### src/rtl/btn_press_if.sv
// Button decoder signal bundle: debounced level in, press events and held status out.
// The slave modport is the decoder side; the master modport is the consumer/driver side.
interface btn_press_if;
  logic btn_level_i;
  logic short_press_o;
  logic long_press_o;
  logic repeat_o;
  logic held_o;

  modport slave (
    input  btn_level_i,
    output short_press_o,
    output long_press_o,
    output repeat_o,
    output held_o
  );

  modport master (
    output btn_level_i,
    input  short_press_o,
    input  long_press_o,
    input  repeat_o,
    input  held_o
  );
endinterface

### src/rtl/btn_press_decoder.sv
// Classifies debounced button presses into short/long pulses and a held level.
// Define BTN_AUTOREPEAT_EN to add periodic repeat pulses while a long press is held.
//
// state     | meaning
// IDLE      | waiting for an armed press
// PRESSED   | button down, counting toward the long threshold
// LONG_HELD | long press reported, waiting for release (auto-repeat if enabled)
module btn_press_decoder #(
  parameter int LONG_CLOCKS   = 50_000_000,
  parameter int REPEAT_CLOCKS = 10_000_000
) (
  input logic       clk,
  input logic       rst,
  btn_press_if.slave bus
);

  localparam int CNT_MAX = (LONG_CLOCKS > REPEAT_CLOCKS) ? LONG_CLOCKS : REPEAT_CLOCKS;
  localparam int CW      = (CNT_MAX > 2) ? $clog2(CNT_MAX) : 1;
  localparam logic [CW-1:0] LONG_LAST = CW'(LONG_CLOCKS - 1);
`ifdef BTN_AUTOREPEAT_EN
  localparam logic [CW-1:0] REP_LAST = CW'(REPEAT_CLOCKS - 1);
`endif

  typedef enum logic [1:0] {
    IDLE      = 2'd0,
    PRESSED   = 2'd1,
    LONG_HELD = 2'd2
  } state_t;

  state_t        state_q;
  logic [CW-1:0] cnt_q;
  logic          armed_q;
  logic          short_q;
  logic          long_q;
  logic          held_q;
`ifdef BTN_AUTOREPEAT_EN
  logic          repeat_q;
`endif

  always_ff @(posedge clk) begin
    if (rst) begin
      state_q  <= IDLE;
      cnt_q    <= '0;
      armed_q  <= 1'b0;
      short_q  <= 1'b0;
      long_q   <= 1'b0;
      held_q   <= 1'b0;
`ifdef BTN_AUTOREPEAT_EN
      repeat_q <= 1'b0;
`endif
    end else begin
      short_q  <= 1'b0;
      long_q   <= 1'b0;
`ifdef BTN_AUTOREPEAT_EN
      repeat_q <= 1'b0;
`endif
      // A level already high out of reset must be released once before it counts.
      if (!bus.btn_level_i) armed_q <= 1'b1;

      case (state_q)
        IDLE: begin
          if (armed_q && bus.btn_level_i) begin
            state_q <= PRESSED;
            cnt_q   <= '0;
            held_q  <= 1'b1;
          end
        end
        PRESSED: begin
          if (!bus.btn_level_i) begin
            short_q <= 1'b1;
            state_q <= IDLE;
            held_q  <= 1'b0;
            cnt_q   <= '0;
          end else if (cnt_q == LONG_LAST) begin
            long_q  <= 1'b1;
            state_q <= LONG_HELD;
            cnt_q   <= '0;
          end else begin
            cnt_q <= cnt_q + CW'(1);
          end
        end
        LONG_HELD: begin
          if (!bus.btn_level_i) begin
            state_q <= IDLE;
            held_q  <= 1'b0;
            cnt_q   <= '0;
          end
`ifdef BTN_AUTOREPEAT_EN
          else if (cnt_q == REP_LAST) begin
            repeat_q <= 1'b1;
            cnt_q    <= '0;
          end else begin
            cnt_q <= cnt_q + CW'(1);
          end
`endif
        end
        default: begin
          state_q <= IDLE;
          held_q  <= 1'b0;
          cnt_q   <= '0;
        end
      endcase
    end
  end

  assign bus.short_press_o = short_q;
  assign bus.long_press_o  = long_q;
  assign bus.held_o        = held_q;
`ifdef BTN_AUTOREPEAT_EN
  assign bus.repeat_o      = repeat_q;
`else
  assign bus.repeat_o      = 1'b0;
`endif

endmodule

### src/flat_wrapper.sv
// flat-port wrapper written by rule: the top's interface ports become plain ports
module btn_press_decoder_flat 
#(
  parameter int LONG_CLOCKS   = 50_000_000,
  parameter int REPEAT_CLOCKS = 10_000_000
)
  (clk, rst, bus_btn_level_i, bus_short_press_o, bus_long_press_o, bus_repeat_o, bus_held_o);
  btn_press_if bus_i ();
  input logic clk;
  input logic rst;
  input wire logic [$bits(bus_i.btn_level_i)-1:0] bus_btn_level_i;
  output wire logic [$bits(bus_i.short_press_o)-1:0] bus_short_press_o;
  output wire logic [$bits(bus_i.long_press_o)-1:0] bus_long_press_o;
  output wire logic [$bits(bus_i.repeat_o)-1:0] bus_repeat_o;
  output wire logic [$bits(bus_i.held_o)-1:0] bus_held_o;
  assign bus_i.btn_level_i = bus_btn_level_i;
  assign bus_short_press_o = bus_i.short_press_o;
  assign bus_long_press_o = bus_i.long_press_o;
  assign bus_repeat_o = bus_i.repeat_o;
  assign bus_held_o = bus_i.held_o;
  btn_press_decoder #(.LONG_CLOCKS(LONG_CLOCKS), .REPEAT_CLOCKS(REPEAT_CLOCKS)) u_core (.clk(clk), .rst(rst), .bus(bus_i));
endmodule
### config.mk
export PLATFORM = sky130hd
export DESIGN_NAME = btn_press_decoder_flat
export DESIGN_NICKNAME = d
export VERILOG_FILES = /design/src/rtl/btn_press_if.sv /design/src/rtl/btn_press_decoder.sv /design/src/flat_wrapper.sv
export SDC_FILE = /design/constraint.sdc
export NUM_CORES = 1
export LEC_CHECK = 0
export CAP_MARGIN = 20
export CORE_ASPECT_RATIO = 0.8
export CORE_MARGIN = 4
export CORE_UTILIZATION = 40
export CTS_CLUSTER_DIAMETER = 30
export DETAILED_ROUTE_END_ITERATION = 8
export HOLD_SLACK_MARGIN = 0.02
export PLACE_DENSITY_LB_ADDON = 0.15
export SYNTH_ARGS = -nofsm -noshare
export SYNTH_HDL_FRONTEND = slang
export SYNTH_SLANG_ARGS = --single-unit
### constraint.sdc
create_clock -name clk -period 2.13 [get_ports clk]
set_input_delay 0.5325 -clock clk [delete_from_list [all_inputs] [get_ports clk]]
set_output_delay 0.5325 -clock clk [all_outputs]
set_load 0.02 [all_outputs]
==> summary.log, run 1 <==
INFO  run_status     run_status=finished clean
INFO  route          number_of_antenna_violating_nets_in_the_routed_design=0
INFO  route          dr_total_vias=1,459
INFO  cts            clock_tree_from_tritoncts=built
INFO  worst_setup_path critPathRequiredTime=2.30ns
INFO  route          drt-initial-drc-count=109
INFO  worst_setup_path crit_type=in -> reg
INFO  synthesis      sequential_to_total_area_share_from_yosys_stat=40.7%
INFO  floorplanning  design.portCount=7
INFO  sta            fin_hold_ws=0.477ns
INFO  power          comb_power_share=12.0%
INFO  floorplanning  die_w=78.1um
INFO  grt            antenna_found_initial=0
INFO  synthesis      async_reset_ff_share=0%
INFO  finish         layout-drive-gt1-share=20.0%
INFO  route          detailedRoute.firstPassIterationCount=4
INFO  place          final_weighted_congestion_of_routability_driven_global_placement=0.792
INFO  cts            cts_buffers=5
INFO  grt            grt_overall_usage=15.6%
INFO  power          seqPwrFrac=49.0%
INFO  synthesis      postSynthRegisterBits=32
INFO  power          report.power.total=1.25mW
INFO  floorplanning  placement_rows=20
INFO  cts            numClockSinks=32
INFO  finish         final-seq-area=641um^2
INFO  grt            grt_start_max_net_pins=23
INFO  cts            post_cts.repair.setup_buffers=0
INFO  cts            clk_latency=0.29ns
INFO  route          drt_wl_total=3700um
INFO  sta            period_minus_slack=1.99ns
INFO  floorplanning  die_area=0.00501mm^2
INFO  floorplanning  initial_utilization=41.4%
INFO  route          detail_route.vias_per_cell=5.21
INFO  power          power_switching_share=25.4%
INFO  power          switch_pwr=0.318mW
INFO  job            max-cap-violations=0
INFO  synthesis      synth_edf_count=0
INFO  synthesis      postSynthCellCount=187
INFO  finish         multi_input_area=906um^2
INFO  worst_hold_path holdCritPathClass=reg -> reg
INFO  finish         instances_no_fill=280
INFO  power          internal-power=0.932mW
INFO  synthesis      postSynthNetCount=194
INFO  worst_setup_path worst_setup_path_end_kind=flop
INFO  worst_setup_path worstPathMaxFanout=10
INFO  route          drc_violation_count_after_routing=0
INFO  finish         final_net_count=231
INFO  synthesis      netlist_area=0.00157mm^2
INFO  finish         syn2layout_area_growth=27.3%
INFO  sta            final-setup-viol-count=0
INFO  power          pwr-share-clk=39.1%
INFO  place          hpwl=2600um
INFO  sta            grt_setup_unrepaired=no
INFO  worst_setup_path cp.arrival=2.16ns
INFO  power          irDropWorstVdd=363uV
INFO  synthesis      dominantRegCellSynth=dfxtp_1
INFO  synthesis      distinct_cell_type_count_of_the_synthesized_netlist=34
INFO  sta            totalNegativeSetupSlack=0ns
INFO  sta            clock-skew-final=0.00496ns
INFO  finish         antennaDiodeCount=0
INFO  sta            number_of_slew_limit_violations_in_the_final_report=0
INFO  place          buffer_ports.inserted=5
INFO  cts            clock_root_cell=clkbuf_8
INFO  cts            htree_levels=2
INFO  floorplanning  core_area=0.00380mm^2
INFO  grt            grt_pass1_wl=6050um
INFO  sta            fmaxAchievable=502MHz
INFO  cts            worst_setup_hold_path_clk_slew=0.07ns
INFO  worst_setup_path start_kind=primary input
INFO  power          cellLeakagePower=0.682nW
INFO  sta            layout_worst_path_cycle_share=93.6%
INFO  cts            hold_buffers=0
INFO  grt            global_route.overflow_total=0
INFO  synthesis      postSynthAreaPerCell=8.42um^2
INFO  sta            timing.final.hold_violations=0
INFO  cts            clock_tree.buffer_depth=2
INFO  power          power_density=624mW/mm^2
INFO  grt            grt_pass1_vias=1,310
INFO  floorplanning  floorplan.die.height=64.1um
INFO  finish         num-fill-cells=375
INFO  place          dp.cells=271
INFO  synthesis      synth_warnings=0
INFO  route          wl_per_cell=13.2um
## critical path, stage by stage
cell and delay, ns:
clkdlybuf4s50_1 0.52, a21bo_2 0.17, buf_4 0.12, nand3_1 0.08
buf_4 0.18, nor4_1 0.35, xnor2_1 0.16, nor2_1 0.05
## flip-flops by register name, indices dropped and copies added (netlist names)
name,flops
u_core.armed_q,1
u_core.bus.short_press_o,1
u_core.bus.long_press_o,1
u_core.state_q,2
u_core.bus.held_o,1
u_core.cnt_q,26
## cell families after synthesis
group                      Yosys count  share of synthesized area (%)
and+or+nand+nor                     99                           32.8
DFF                                 32                           40.7
xor gates and xnor gates            22                           12.2
AOI/OAI and AO/OA                   16                           6.84
buffers and inverters               13                           4.05
adders and majority gates            4                           3.18
other                                1                          0.238
## final cells by class
type	count	share of cell area, %
Clock buffer	8	4.50
Inverter	8	1.50
Multi-Input combinational cell	143	45.2
Sequential cell	32	32.0
Tap cell	55	3.44
Timing Repair Buffer	34	13.4
## synth_stat cells, drive strengths merged (2+ instances only)
library cell	number	area, um^2
and2	3	18.8
dfxtp	32	641
nand4	7	58.8
nand3	8	40.0
nand2	20	77.6
ha	4	50.1
nor4b	2	23.8
and4	2	17.5
xnor2	21	184
nor3b	2	15.0
buf	4	30.0
nor2	30	113
nor4	8	50.1
a21oi	7	38.8
o21ai	4	20.0
and3	3	18.8
inv	8	30.0
nor3	10	50.1
## metrics by stage
step           area, um^2  setup slack [ns]  util [%]
2_1_floorplan        1570             0.413         -
3_3_place_gp         1880            -0.229      49.3
3_5_place_dp         1880            -0.335      49.3
4_1_cts              1970            0.0260      51.9
5_1_grt              2000            0.0117      52.7
6_report             2000             0.136      52.7
## per-layer routing
layer / up-vias / share of wire, % / GRT usage [%]
met4: 0 / 2.1 / 6.55
li1: 713 / - / -
met3: 9 / 5.3 / 3.94
met2: 45 / 43 / 23.9
met1: 692 / 49 / 20.8
met5: - / 0 / 0
## what timing repair did
item / in CTS / in global routing
cloned: 0 / 1
pin swaps: 0 / 1
setup endpoints to repair: 22 / 22
resized for setup: 1 / 3
## worst paths after layout
| path | slack, ns | start | cells after the start | endpoint |
|---|---|---|---|---|
| worst max-delay path | 0.14 | bus_btn_level_i | 8 | u_core.cnt_q[24] |
| worst min-delay path | 0.48 | u_core.armed_q | 2 | u_core.armed_q |
| worst max register to register | 0.16 | u_core.state_q[0] | 9 | u_core.cnt_q[24] |
| worst min register to register | 0.48 | u_core.armed_q | 2 | u_core.armed_q |
## power by group through the flow
stage          clock network [mW]  registers, mW  logic (mW)
2_1_floorplan                   0          0.628      0.0794
3_3_place_gp                    0          0.625       0.134
3_5_place_dp                    0          0.626       0.138
4_1_cts                     0.496          0.612       0.141
5_1_grt                     0.527          0.613       0.169
6_report                    0.488          0.612       0.150
## cell usage in the layout, fill, tap and decap left out, types with 2 or more instances in the layout
cell type | Yosys | final
a21oi_1 | 6 | 6
and2_1 | 3 | 3
nand3_1 | 8 | 8
ha_1 | 4 | 4
clkbuf_1 | 1 | 2
clkdlybuf4s50_1 | 0 | 5
nand4_1 | 6 | 6
inv_1 | 8 | 8
and3_1 | 3 | 3
nor4_1 | 8 | 7
nor2_1 | 30 | 30
xnor2_1 | 21 | 21
nor3b_1 | 2 | 2
nand2_1 | 19 | 19
dfxtp_1 | 32 | 32
nor3_1 | 10 | 10
a21oi_4 | 0 | 2
o21ai_0 | 4 | 4
nor4b_2 | 1 | 2
clkbuf_8 | 0 | 6
buf_4 | 4 | 29
and4_1 | 2 | 2
Note: power is estimated with default switching activity, not from simulation.
==> run 2, diff against run 1 <==
--- a/config.mk
+++ b/config.mk
@@ -12,7 +12,6 @@
 export CTS_CLUSTER_DIAMETER = 30
 export DETAILED_ROUTE_END_ITERATION = 8
 export HOLD_SLACK_MARGIN = 0.02
-export PLACE_DENSITY_LB_ADDON = 0.15
 export SYNTH_ARGS = -nofsm -noshare
 export SYNTH_HDL_FRONTEND = slang
 export SYNTH_SLANG_ARGS = --single-unit
==> run 2 against run 1 <==
Final area grew 0.25%; die area unchanged; sequential power barely moved; flip-flop and latch count is the same; clock power shrank 2%; first-iteration DRC count decreased by 45%; largest cell class unchanged; routed wire length down 1.9%; maximum frequency up 4.6%; highest routed layer unchanged; critical path depth down 2.
==> summary.log, run 2 (synthesis results as in run 1) <==
INFO  grt            grt_pass1_vias=1,427 [+8.9%]
INFO  finish         max_ffs_per_register=26 [unchanged]
INFO  sta            timing.final.hold_violations=0 [unchanged]
INFO  cts            clock_tree.buffer_depth=2 [unchanged]
INFO  worst_setup_path start_kind=flop
INFO  finish         final_net_count=233 [+0.87%]
INFO  floorplanning  placement_rows=20 [unchanged]
INFO  route          wl_per_cell=12.9um [-2.6%]
INFO  power          cellLeakagePower=0.692nW [+1.4%]
INFO  power          internal-power=0.923mW [-0.93%]
INFO  place          hpwl=2680um [+3.1%]
INFO  cts            cts_buffers=5 [unchanged]
INFO  grt            global_route.overflow_total=0 [unchanged]
INFO  place          detailed_place.area=0.00189mm^2 [+0.80%]
INFO  job            max-cap-violations=0 [unchanged]
INFO  floorplanning  core_area=0.00380mm^2 [unchanged]
INFO  cts            clk_latency=0.28ns [about the same]
INFO  sta            totalNegativeSetupSlack=0ns [unchanged]
INFO  route          drc_violation_count_after_routing=0 [unchanged]
INFO  route          drt-initial-drc-count=60 [-45%]
INFO  worst_setup_path worstPathMaxFanout=3 [-7]
INFO  worst_setup_path crit_type=reg -> reg
INFO  cts            worst_setup_hold_path_clk_slew=0.07ns [about the same]
INFO  route          dr_total_vias=1,417 [-2.9%]
INFO  place          final_weighted_congestion_of_routability_driven_global_placement=0.867 [+9.5%]
INFO  worst_setup_path cp.arrival=2.11ns [-0.05 ns]
INFO  place          buffer_ports.inserted=5 [unchanged]
INFO  floorplanning  die_area=0.00501mm^2 [unchanged]
INFO  sta            period_minus_slack=1.91ns [-0.0883 ns]
INFO  run_status     run_status=finished clean
INFO  finish         most-common-layout-cells=dfxtp_1 (32), buf_4 (31), nor2_1 (30), xnor2_1 (21), nand2_1 (19)
INFO  sta            grt_setup_unrepaired=no
INFO  finish         layout_top_registers=u_core.cnt_q: 26 flops, u_core.state_q: 2 flops
INFO  worst_setup_path worst_setup_path_end_kind=flop
INFO  sta            number_of_slew_limit_violations_in_the_final_report=0 [unchanged]
INFO  power          switch_pwr=0.313mW [-1.5%]
INFO  grt            grt_start_max_net_pins=23 [unchanged]
INFO  sta            fmaxAchievable=525MHz [+4.6%]
INFO  finish         final_design_area_no_fill=0.00201mm^2 [+0.25%]
INFO  finish         mostFrequentLayoutCell=dfxtp_1
INFO  power          power_density=616mW/mm^2 [-1.3%]
INFO  power          pwr-share-clk=38.7% [-0.4 points]
INFO  cts            clock_root_cell=clkbuf_8
INFO  grt            grt_overall_usage=15.6% [+0.033 points]
INFO  sta            layout_worst_path_cycle_share=89.5% [-4.1 points]
INFO  floorplanning  design.portCount=7 [unchanged]
INFO  grt            antenna_found_initial=0 [unchanged]
INFO  sta            clock-skew-final=0.00523ns [+0.000277 ns]
INFO  floorplanning  initial_utilization=41.4% [unchanged]
INFO  finish         top_register=u_core.cnt_q
INFO  worst_setup_path critPathRequiredTime=2.33ns [+0.03 ns]
INFO  power          report.power.total=1.24mW [-1.1%]
INFO  power          seqPwrFrac=49.5% [+0.5 points]
INFO  cts            post_cts.repair.setup_buffers=0 [unchanged]
INFO  worst_hold_path holdCritPathClass=reg -> reg
INFO  power          comb_power_share=11.8% [-0.2 points]
INFO  cts            clock_tree_from_tritoncts=built
INFO  power          irDropWorstVdd=313uV [-14%]
INFO  power          power_switching_share=25.3% [-0.11 points]
INFO  floorplanning  die_w=78.1um [unchanged]
INFO  route          detailedRoute.firstPassIterationCount=5 [+1]
INFO  finish         final_core_util=52.8% [+0.13 points]
INFO  finish         syn2layout_area_growth=27.6%
INFO  cts            hold_buffers=0 [unchanged]
INFO  sta            final-setup-viol-count=0 [unchanged]
INFO  finish         antennaDiodeCount=0 [unchanged]
INFO  route          drt_wl_total=3630um [-1.9%]
INFO  route          number_of_antenna_violating_nets_in_the_routed_design=0 [unchanged]
INFO  cts            numClockSinks=32 [unchanged]
INFO  route          detail_route.vias_per_cell=5.02 [-3.6%]
INFO  grt            grt_pass1_wl=6170um [+1.9%]
INFO  cts            htree_levels=2 [unchanged]
INFO  floorplanning  floorplan.die.height=64.1um [unchanged]
INFO  finish         layout-drive-gt1-share=20.7% [+0.70 points]
[run 2: metal layers]
| metal | global-route usage [%] | wire, um | up-vias |
|---|---|---|---|
| li1 | - | - | 724 |
| met1 | 20.0 | 1760 | 668 |
| met2 | 24.8 | 1700 | 20 |
| met3 | 4.23 | 131 | 5 |
| met4 | 6.55 | 34 | 0 |
| met5 | 0 | 0 | - |
[run 2: final timing paths]
| check | depth (start not counted) | slack (ns) | start | endpoint |
|---|---|---|---|---|
| worst max-delay path | 6 | 0.22 | u_core.cnt_q[16] | u_core.state_q[1] |
| worst min-delay path | 2 | 0.47 | u_core.armed_q | u_core.armed_q |
| worst max register to register | 6 | 0.22 | u_core.cnt_q[16] | u_core.state_q[1] |
| worst min register to register | 2 | 0.47 | u_core.armed_q | u_core.armed_q |
[run 2: area by class of cell]
class	instances	area [um^2]
inverter	8	30.0
tap	55	68.8
sequential	32	641
timing repair buffer	36	283
fill	362	1800
clock inverter	2	10.0
clock buffer	6	82.6
multi-input combinational	143	893
[run 2: timing repair]
action,in CTS,in global routing
pin swaps,0,1
endpoints found under the setup margin,22,22
gates cloned,0,1
gates resized for setup,1,1
[run 2: metrics by stage]
stage          worst slack, ns  hold slack (ns)  cells
4_1_cts                  0.110            0.480    281
3_3_place_gp            -0.216            0.472    273
3_5_place_dp            -0.295            0.468    273
2_1_floorplan            0.413            0.439    187
5_1_grt                 0.0687            0.537    282
6_report                 0.224            0.475    282
[run 2: power groups by stage]
stage	clock network, mW	logic [mW]	registers, mW
3_3_place_gp	0	0.130	0.625
5_1_grt	0.514	0.161	0.612
3_5_place_dp	0	0.134	0.625
6_report	0.479	0.146	0.612
2_1_floorplan	0	0.0794	0.628
4_1_cts	0.496	0.137	0.612
[run 2: worst max-delay path, cell delays in order, from the launching register on]
cell and delay (ns):
dfxtp_1 0.32, nor4b_1 0.35, nand3_1 0.15, or3_4 0.43, buf_4 0.16, or2_1 0.21
a221oi_2 0.20
